**config.mk**
```make
export PLATFORM = sky130hd
export DESIGN_NAME = shared_reg_arbiter
export DESIGN_NICKNAME = d
export VERILOG_FILES = /design/src/rtl/shared_reg_arbiter.sv
export SDC_FILE = /design/constraint.sdc
export NUM_CORES = 1
export LEC_CHECK = 0
export ABC_AREA = 1
export CAP_MARGIN = 20
export CORE_MARGIN = 2
export CORE_UTILIZATION = 46
export CTS_BUF_LIST = sky130_fd_sc_hd__clkbuf_8
export CTS_CLUSTER_SIZE = 25
export DETAILED_ROUTE_END_ITERATION = 12
export PLACE_DENSITY = 0.82
export SLEW_MARGIN = 5
export SYNTH_ARGS = -nofsm -noshare
export SYNTH_HDL_FRONTEND = slang
export SYNTH_SLANG_ARGS = --single-unit
```
**constraint.sdc**
```tcl
create_clock -name clk -period 1.7 [get_ports clk]
set_input_delay 0.34 -clock clk [delete_from_list [all_inputs] [get_ports clk]]
set_output_delay 0.34 -clock clk [all_outputs]
set_load 0.005 [all_outputs]
```
**src/rtl/shared_reg_arbiter.sv**
```systemverilog
// Round-robin arbiter that grants one of four requesters at a time and loads
// the winner's data lane into a single shared register, acknowledging each
// completed write. Transactions take three cycles: grant, write, gap.
module shared_reg_arbiter #(
  parameter int WIDTH = 8
) (
  input  logic               clk,
  input  logic               reset,
  input  logic [3:0]         req,
  input  logic [4*WIDTH-1:0] wdata,
  output logic [3:0]         grant,
  output logic [3:0]         ack,
  output logic [WIDTH-1:0]   Q,
  output logic               busy,
  output logic [7:0]         wr_count
);

  typedef enum logic [1:0] {
    IDLE  = 2'd0,
    GRANT = 2'd1,
    DONE  = 2'd2
  } state_t;

  state_t state, next_state;

  // last: most recent completed writer; owner: requester holding the grant
  logic [1:0]       last;
  logic [1:0]       owner;
  logic [1:0]       win;
  logic [WIDTH-1:0] lane;
  logic             owner_req;

  // Search upward from last+1 with wrap; the smallest offset with req set wins.
  // Offset 4 (last itself) is checked first so it ends up lowest priority.
  function automatic logic [1:0] rr_pick(input logic [3:0] r, input logic [1:0] l);
    logic [1:0] idx;
    rr_pick = l;
    for (int i = 4; i >= 1; i--) begin
      idx = l + 2'(i);
      if (r[idx]) rr_pick = idx;
    end
  endfunction

  // Round-robin winner for the current request vector
  always_comb win = rr_pick(req, last);

  // Data lane and request bit of the granted requester
  always_comb begin
    lane = '0;
    for (int i = 0; i < 4; i++) begin
      if (owner == 2'(i)) lane = wdata[i*WIDTH +: WIDTH];
    end
    owner_req = req[owner];
  end

  // State register
  always_ff @(posedge clk or posedge reset) begin
    if (reset) state <= IDLE;
    else       state <= next_state;
  end

  // Next-state logic: a dropped request during GRANT aborts back to IDLE
  always_comb begin
    next_state = state;
    case (state)
      IDLE:    if (|req) next_state = GRANT;
      GRANT:   next_state = owner_req ? DONE : IDLE;
      DONE:    next_state = IDLE;
      default: next_state = IDLE;
    endcase
  end

  // Busy covers the whole grant/write/gap transaction
  always_comb busy = (state != IDLE);

  // Grant, write, acknowledge and bookkeeping registers
  always_ff @(posedge clk or posedge reset) begin
    if (reset) begin
      grant    <= '0;
      ack      <= '0;
      Q        <= '0;
      wr_count <= '0;
      last     <= 2'd3;
      owner    <= 2'd0;
    end else begin
      case (state)
        IDLE: begin
          ack <= '0;
          if (|req) begin
            owner <= win;
            grant <= 4'b0001 << win;
          end
        end
        GRANT: begin
          grant <= '0;
          if (owner_req) begin
            Q        <= lane;
            ack      <= 4'b0001 << owner;
            last     <= owner;
            wr_count <= wr_count + 8'd1;
          end
        end
        DONE: begin
          ack <= '0;
        end
        default: begin
          grant <= '0;
          ack   <= '0;
        end
      endcase
    end
  end

endmodule

```
* Word-level counts from Yosys, hierarchy flattened *
Cells that the tools add are included.

cells by class
  add/subtract/negate cells = 4
  order comparisons = 4
  equality and inequality tests = 7
  shift operators = 2
  multiplexer cells = 22
  bitwise gates (word level) = 1
  reduce and logical (&&, ||, !) cells = 7

operators by type and width
  kind                                                        count
  2-to-1 mux 8 bit                                            4
  less-than comparator 2 x 3 -> 1 bit, second input constant  4
  2-to-1 mux 4 bit                                            3
  2-to-1 mux 2 bit                                            5
  adder 8 x 1 -> 8 bit, second input constant                 1
  binary-select mux 1 bit (select 2 bit)                      4
  case mux 4 bit (2 select lines)                             1
  << shifter 1 x 2 -> 4 bit, first input constant             2
  equality test 2 bit, second input constant                  3
  AND reduction 2 bit                                         3
  adder 2 bit, second input constant                          2
  equality test 2 x 1 -> 1 bit, second input constant         2
  zero test 2 bit                                             2
  2-to-1 mux 1 bit                                            4
  != test 2 bit, second input constant                        2
  case mux 2 bit (2 select lines)                             1
  OR reduction 4 bit                                          1
  adder 2 x 1 -> 2 bit, second input constant                 1
  nonzero test 2 bit                                          1
  inverter 1 bit                                              1

word-level totals
  register bits = 30
  logic and storage cells = 54

* Longest topological paths before layout *
Gate-level depths: netlist of the first run.

  word-level depth = 9
  mapped depth = 11
  mapped depth without buffers = 11

* Worst setup path after synthesis of the first run *
No wires, ideal clock.

  path type = register to register
  start point = register owner[1]
  end point = register wr_count[3]
  setup time = 117 ps
  arrival = 1332 ps
  required time = 1583 ps
  setup slack = 252 ps
  stages on the path, launching flop included = 11
  period minus slack after synthesis = 1448 ps
  path through = dfrtp_1 -> nor2_4 -> inv_2 -> o22ai_1 -> nor2_2 -> nand2_2 -> nand2_2 -> buf_6 -> buf_6 -> nand2_1 -> nand2_1

between the ends
  longest elaborated chain between the ends = 3

ends and longest elaborated chain
  element                                 line  RTL
  from (decl)                             28    logic [1:0] owner;
  from (signal assigned)                  90    owner <= win;
  binary-select mux 1 bit (select 2 bit)  53    owner_req = req[owner];
  2-to-1 mux 1 bit (implied by the code)  53
  AND reduction 2 bit (no line)           n/a
  to (signal assigned)                    100   wr_count <= wr_count + 8'd1;
  to (decl)                               15    output logic [7:0] wr_count

Every way passes these cells. The select of a mux whose other input is x is not followed.
A chain may end at the register's enable or synchronous reset.

* Final worst setup path of the first run *
  start point = register state[0]
  end point = output busy

between the ends
  longest elaborated chain between the ends = 1

ends and longest elaborated chain
  element                 line  RTL
  from (decl)             24    state_t state, next_state;
  from (signal assigned)  59    else state <= next_state;
  nonzero test 2 bit      74    always_comb busy = (state != IDLE);
  to (decl)               14    output logic busy,

Every way passes these cells.

==> impl_metrics.env, run 1 <==
export IMPL_antennaDiodeCount=0
export IMPL_synth_commonest_cells="nand2_1 (100), dfrtp_1 (28), inv_1 (23)"
export IMPL_fin_crit_ps=1630
export IMPL_peakVddDrop_uv=772
export IMPL_grt_max_degree=31
export IMPL_syn_area_per_cell_um2=7.34
export IMPL_ff2ff_path_depth=11
export IMPL_die_width_um=65.5
export IMPL_cp_start_kind="flip-flop"
export IMPL_reg2reg_from="last[0]"
export IMPL_grtUsageTotal_pct=22.9
export IMPL_rsz0062_at_grt="true"
export IMPL_p_switching_w=0.00186
export IMPL_p_leak_nw=1.29
export IMPL_fin_crit_sh_pct=95.7
export IMPL_fmax_ghz=0.615
export IMPL_crit_slowest_cell="clkdlybuf4s50_1"
export IMPL_finalMaxSlewViolations=0
export IMPL_via_count=1803
export IMPL_wl_per_cell_um=12.1
export IMPL_netlist_top_cells_area="dfrtp_1 (40%), nand2_1 (22%), inv_1 (5.0%)"
export IMPL_setup_ws_ps=73.3
export IMPL_overflow=0
export IMPL_seq_area_um2=753
export IMPL_cts_tree="yes"
export IMPL_dp_hpwl_um=3250
export IMPL_crit_required_ps=1360
export IMPL_dieArea_mm2=0.00429
export IMPL_maxCapViolCount=0
export IMPL_hold_viol_final=0
export IMPL_syn_inst=237
export IMPL_drt_iter0_markers=80
export IMPL_drive_above_1_share_pct=16.4
export IMPL_pwr_share_clk_pct=13.8
export IMPL_power_per_cell_area_mw_per_mm2=1660
export IMPL_yosysMostFrequentCell="nand2_1"
export IMPL_vias_per_cell=4.94
export IMPL_fill_cells=313
export IMPL_seqPwrFrac_pct=29.0
export IMPL_grt_pass1_vias=1665
export IMPL_synth_fp_nets=276
export IMPL_clock_sinks=30
export IMPL_path_clk_slew_ps=70
export IMPL_crit_path_max_fanout=2
export IMPL_cpPeakStageDelay_ps=430
export IMPL_comb_power_share_pct=57.2
export IMPL_crit_chain="nor2_2, inv_1, clkdlybuf4s50_1"
export IMPL_path_class="reg2out"
export IMPL_ys_flop_type="dfrtp_1"
export IMPL_crit_family="buffers and inverters"
export IMPL_arrival_ps=1290
export IMPL_swShare_pct=42.4
export IMPL_status="completed"
export IMPL_core_area_mm2=0.00366
export IMPL_r2r_setup_slack_ps=80
export IMPL_ys_seq_elements=30
export IMPL_antenna_found_initial=0
export IMPL_async_reset_ff_share_pct=100
export IMPL_ant_nets=0
export IMPL_initial_core_util_pct=47.5
export IMPL_gp_congestion=0.890
export IMPL_hold_class="in2async"
export IMPL_clock_skew_ps=7.07
export IMPL_synth_edff_count=0
export IMPL_worst_slew_pin_transition_ps=371
export IMPL_synth_top_area_share_pct=40.3
export IMPL_clk_path_buf_depth=2
export IMPL_fin_area_mm2=0.00263
export IMPL_setup_viol=0
export IMPL_worst_setup_path_end_kind="output pin"
export IMPL_die_y_um=65.5
export IMPL_r2r_end="grant[0]"
export IMPL_dp_slack_ps=-108
export IMPL_synth_cell_types=24
export IMPL_clockRootBuffer="clkbuf_8"
export IMPL_grt_pass1_wl_um=7420
export IMPL_cts_made_buffers=5
export IMPL_place_area_mm2=0.00248
export IMPL_yosysWarnings=0
export IMPL_cts_htree_levels=2
export IMPL_portBuffers=62
export IMPL_synthesis_area_mm2=0.00174
export IMPL_internal_power_w=0.00252
export IMPL_area_growth_pct=51.4
export IMPL_yosysSeqAreaShare_pct=43.3
export IMPL_multiInputGateArea_um2=875
export IMPL_max_slew_margin_pct=75.3
export IMPL_drt_total_wl_um=4410
export IMPL_dr_pass1_iters=4
export IMPL_clkLatencyLatePin_ps=290
export IMPL_cp_num_buf_inv=2
export IMPL_drc_errors=0
export IMPL_io_pins=63
export IMPL_layout_nets=355
export IMPL_num_rows=22
export IMPL_synth_top_cell_by_area="dfrtp_1"
[registers in the layout, indices dropped and copies added, names as in the netlist]
name      count
wr_count      8
state         2
last          2
ack           4
Q             8
owner         2
grant         4
[how the worst max path moves through the flow]
stage	slack [ps]	start	endpoint	cells past startpoint
CTS	40	state[1]	busy	3
global placement	-30	req[2]	wr_count[2]	9
detailed placement	-110	req[3]	wr_count[2]	10
floorplan	250	owner[1]	wr_count[3]	10
global route	-40	last[0]	grant[2]	11
finish	70	state[0]	busy	3
[routing by layer]
metal | global-route usage (%) | vias up | routed length, um
li1 | - | 927 | -
met1 | 29.3 | 816 | 1960
met2 | 36.9 | 53 | 2140
met3 | 7.53 | 7 | 266
met4 | 6.77 | 0 | 41
met5 | 0 | - | 0
[stage by stage]
step / hold WS [ps] / util, % / power [W] / instances / TNS [ps]
2_1_floorplan: 429 / - / 0.00266 / 237 / 0
3_3_place_gp: 464 / 67.8 / 0.00356 / 354 / -239
3_5_place_dp: 465 / 67.8 / 0.00363 / 354 / -1350
4_1_cts: 438 / 70.4 / 0.00425 / 362 / 0
5_1_grt: 467 / 71.9 / 0.00481 / 365 / -79.5
6_report: 432 / 71.9 / 0.00438 / 365 / 0
[power groups by stage]
stage          Sequential (W)  Clock [W]  Combinational (W)
2_1_floorplan         0.00124          0            0.00142
3_3_place_gp          0.00127          0            0.00229
3_5_place_dp          0.00127          0            0.00236
4_1_cts               0.00127   0.000618            0.00237
5_1_grt               0.00132   0.000666            0.00282
6_report              0.00127   0.000605            0.00251
[what timing repair did]
action	CTS	global route
resized for setup	0	16
setup buffers	0	3
setup endpoints to repair	0	6
hold buffers	0	0
[worst reg2reg max path, stage by stage (launching register included)]
cell	delay [ps]
dfstp_2	590
clkinvlp_4	180
nand2_1	130
nand2_2	70
nand2_1	70
nand2_1	60
nand2_2	80
nand2_1	60
nand2_2	90
nand2_2	60
nand3_1	60
nand2_1	40
[cell type report]
type | instances | area share [%]
multi-input combinational | 176 | 33.2
clock inverter | 2 | 0.475
inverter | 25 | 3.71
tap | 48 | 2.28
sequential | 30 | 28.6
clock buffer | 6 | 3.14
timing repair buffer | 78 | 28.6
[layout by cell type, fill, tap and decap left out, drive strengths merged]
cell type / synthesis / routed
a21oi: 4 / 4
xor2: 3 / 3
o21ai: 22 / 22
dfrtp: 28 / 28
a221oi: 7 / 7
nand3: 15 / 15
nor2: 10 / 10
o22ai: 1 / 1
nand4: 6 / 6
nand2: 103 / 103
ha: 1 / 1
xnor2: 3 / 3
clkbuf: 0 / 6
clkinv: 0 / 1
inv: 25 / 24
clkdlybuf4s50: 0 / 62
dfstp: 2 / 2
nor3: 1 / 1
clkinvlp: 0 / 2
buf: 6 / 16
[cells by family after synthesis]
kind of cell | Yosys count | synth area share, %
and+or+nand+nor | 135 | 32.2
AOI/OAI and AO/OA | 34 | 12.7
buffers and inverters | 31 | 8.13
DFF | 30 | 43.3
xor gates and xnor gates | 6 | 3.02
adders and majority gates | 1 | 0.719
Power figures use the tool's default switching activity.
==> inputs of run 2 (changes only) <==
- CAP_MARGIN: 20 -> 10
- CORE_UTILIZATION: 46 -> 30
- PLACE_DENSITY: 0.82 -> 0.58
- clock period: 1.7 -> 1.5 ns (I/O delays scaled with it)
==> run 2 against run 1 <==
Compared with the run above: die area grew 50%; non-clock buffer count up 17; setup slack got worse by 57 ps; global-route usage shrank 7.6 points; clock power is essentially flat; sequential power up 9%; power increased by 21%; critical endpoint is now grant[1]; largest power group unchanged.
==> impl_metrics.env, run 2 (same netlist as run 1, synthesis figures left out) <==
export IMPL_cp_start_kind="flip-flop"
export IMPL_cp_common_cell="nand2_1"
export IMPL_die_width_um=80.1
export IMPL_drt_total_wl_um=4700
export IMPL_cpPeakStageDelay_ps=580
export IMPL_die_y_um=80.1
export IMPL_drive_above_1_share_pct=24.9
export IMPL_dp_cells=384
export IMPL_clock_skew_ps=4.80
export IMPL_crit_family="flip-flops"
export IMPL_dieArea_mm2=0.00642
export IMPL_reg2reg_from="last[0]"
export IMPL_fill_cells=567
export IMPL_finalMaxSlewViolations=0
export IMPL_r2r_setup_slack_ps=20
export IMPL_wl_met2_um=2160
export IMPL_dr_pass1_iters=4
export IMPL_cts_tree="yes"
export IMPL_fmax_ghz=0.674
export IMPL_drc_errors=0
export IMPL_final_cells=405
export IMPL_overflow=0
export IMPL_initial_core_util_pct=31.4
export IMPL_num_rows=27
export IMPL_setup_viol=0
export IMPL_r2r_end="grant[1]"
export IMPL_ff2ff_path_depth=10
export IMPL_top_layer="met4"
export IMPL_portBuffers=62
export IMPL_cp_num_buf_inv=3
export IMPL_wl_met1_um=2230
export IMPL_wl_per_cell_um=11.6
export IMPL_crit_path_max_fanout=7
export IMPL_crit_chain="inv_4, nand2_1, nand2_2, nand2_2, nand2_1, inv_1, nand3_2, buf_4, nand4_1, nand2_1"
export IMPL_path_class="reg2reg"
export IMPL_grtUsageTotal_pct=15.3
export IMPL_clk_path_buf_depth=2
export IMPL_final_cell_mix="nand2_1 (90), clkdlybuf4s50_1 (56), dfrtp_1 (27), buf_4 (27), inv_1 (21)"
export IMPL_arrival_ps=1650
export IMPL_vias_per_cell=4.51
export IMPL_power_per_cell_area_mw_per_mm2=1850
export IMPL_clockRootBuffer="clkbuf_8"
export IMPL_peakVddDrop_uv=674
export IMPL_path_clk_slew_ps=60
export IMPL_antennaDiodeCount=0
export IMPL_p_leak_nw=1.47
export IMPL_antenna_found_initial=0
export IMPL_max_slew_margin_pct=75.0
export IMPL_status="completed"
export IMPL_fin_crit_sh_pct=98.9
export IMPL_ant_nets=0
export IMPL_hold_viol_final=0
export IMPL_grt_pass1_wl_um=7530
export IMPL_worst_slew_pin_transition_ps=371
export IMPL_gp_congestion=0.833
export IMPL_cts_htree_levels=2
export IMPL_wl_met3_um=252
export IMPL_drt_iter0_markers=85
export IMPL_hold_class="in2async"
export IMPL_grt_pass1_vias=1661
export IMPL_core_area_mm2=0.00554
export IMPL_rsz0062_at_grt="true"
export IMPL_area_growth_pct=64.8
export IMPL_io_pins=63
export IMPL_grt_max_degree=31
export IMPL_crit_required_ps=1670
export IMPL_fin_crit_ps=1480
export IMPL_crit_slowest_cell="dfstp_2"
export IMPL_final_common_cell="nand2_1"
export IMPL_clkLatencyLatePin_ps=280
export IMPL_dp_hpwl_um=3450
export IMPL_reg_top3="Q (8), wr_count (8)"
export IMPL_worst_setup_path_end_kind="flip-flop"
export IMPL_crit_cells=10
export IMPL_via_count=1825
export IMPL_cts_made_buffers=5
export IMPL_clock_sinks=30
export IMPL_timing_hold_ws_ps=360
export IMPL_maxCapViolCount=0
export IMPL_layout_nets=372
==> run 2: area by class of cell <==
type / count / area (um2) / area share, %
Clock buffer: 5 / 68.8 / 2.40
Clock inverter: 2 / 10.0 / 0.349
Timing Repair Buffer: 95 / 913 / 31.9
Multi-Input combinational cell: 176 / 933 / 32.6
Sequential cell: 30 / 754 / 26.3
Inverter: 25 / 96.3 / 3.36
Tap cell: 72 / 90.1 / 3.14
==> run 2: worst register-to-register path: cells and delay by family (launching register included) <==
kind / cells / cell delay, ps
buffers and inverters: 3 / 290
DFF: 1 / 580
and+or+nand+nor: 7 / 510
==> run 2: where the power goes <==
| part | internal (W) | switching [W] | total (W) |
|---|---|---|---|
| Combinational | 0.00162 | 0.00171 | 0.00333 |
| Sequential | 0.00115 | 0.000224 | 0.00138 |
| Clock | 0.000310 | 0.000295 | 0.000605 |
==> run 2: worst max path at each step <==
stage	slack [ps]	from	to
final	20	last[0]	grant[1]
after global routing	-100	last[0]	grant[0]
after CTS	0.2	wr_count[1]	wr_count[1]
after detailed placement	-260	req[3]	owner[0]
after global placement	-250	req[3]	owner[0]
after floorplan	50	owner[1]	wr_count[3]
==> run 2: metrics by stage <==
step / area, um2 / setup slack (ps) / util [%] / total power [W] / setup TNS, ps
floorplan: 1740 / 51.7 / - / 0.00302 / 0
global placement: 2570 / -254 / 46.4 / 0.00423 / -5470
detailed placement: 2570 / -260 / 46.4 / 0.00426 / -5770
CTS: 2730 / 0.218 / 49.2 / 0.00507 / 0
global route: 2870 / -103 / 51.7 / 0.00583 / -1170
finish: 2870 / 16.6 / 51.7 / 0.00531 / 0
==> run 2: layer usage <==
layer  GRT usage, %  up-vias
li1               -      956
met2           23.8       43
met1           20.2      821
met5              0        -
met3           5.39        5
met4           4.07        0
==> run 2: repair_timing <==
action	CTS	global route
setup buffers	8	5
setup endpoints to repair	28	36
endpoints found under the hold margin	0	0
pin swaps	5	7
resized for setup	11	33
cloned	0	1
hold buffers	0	0
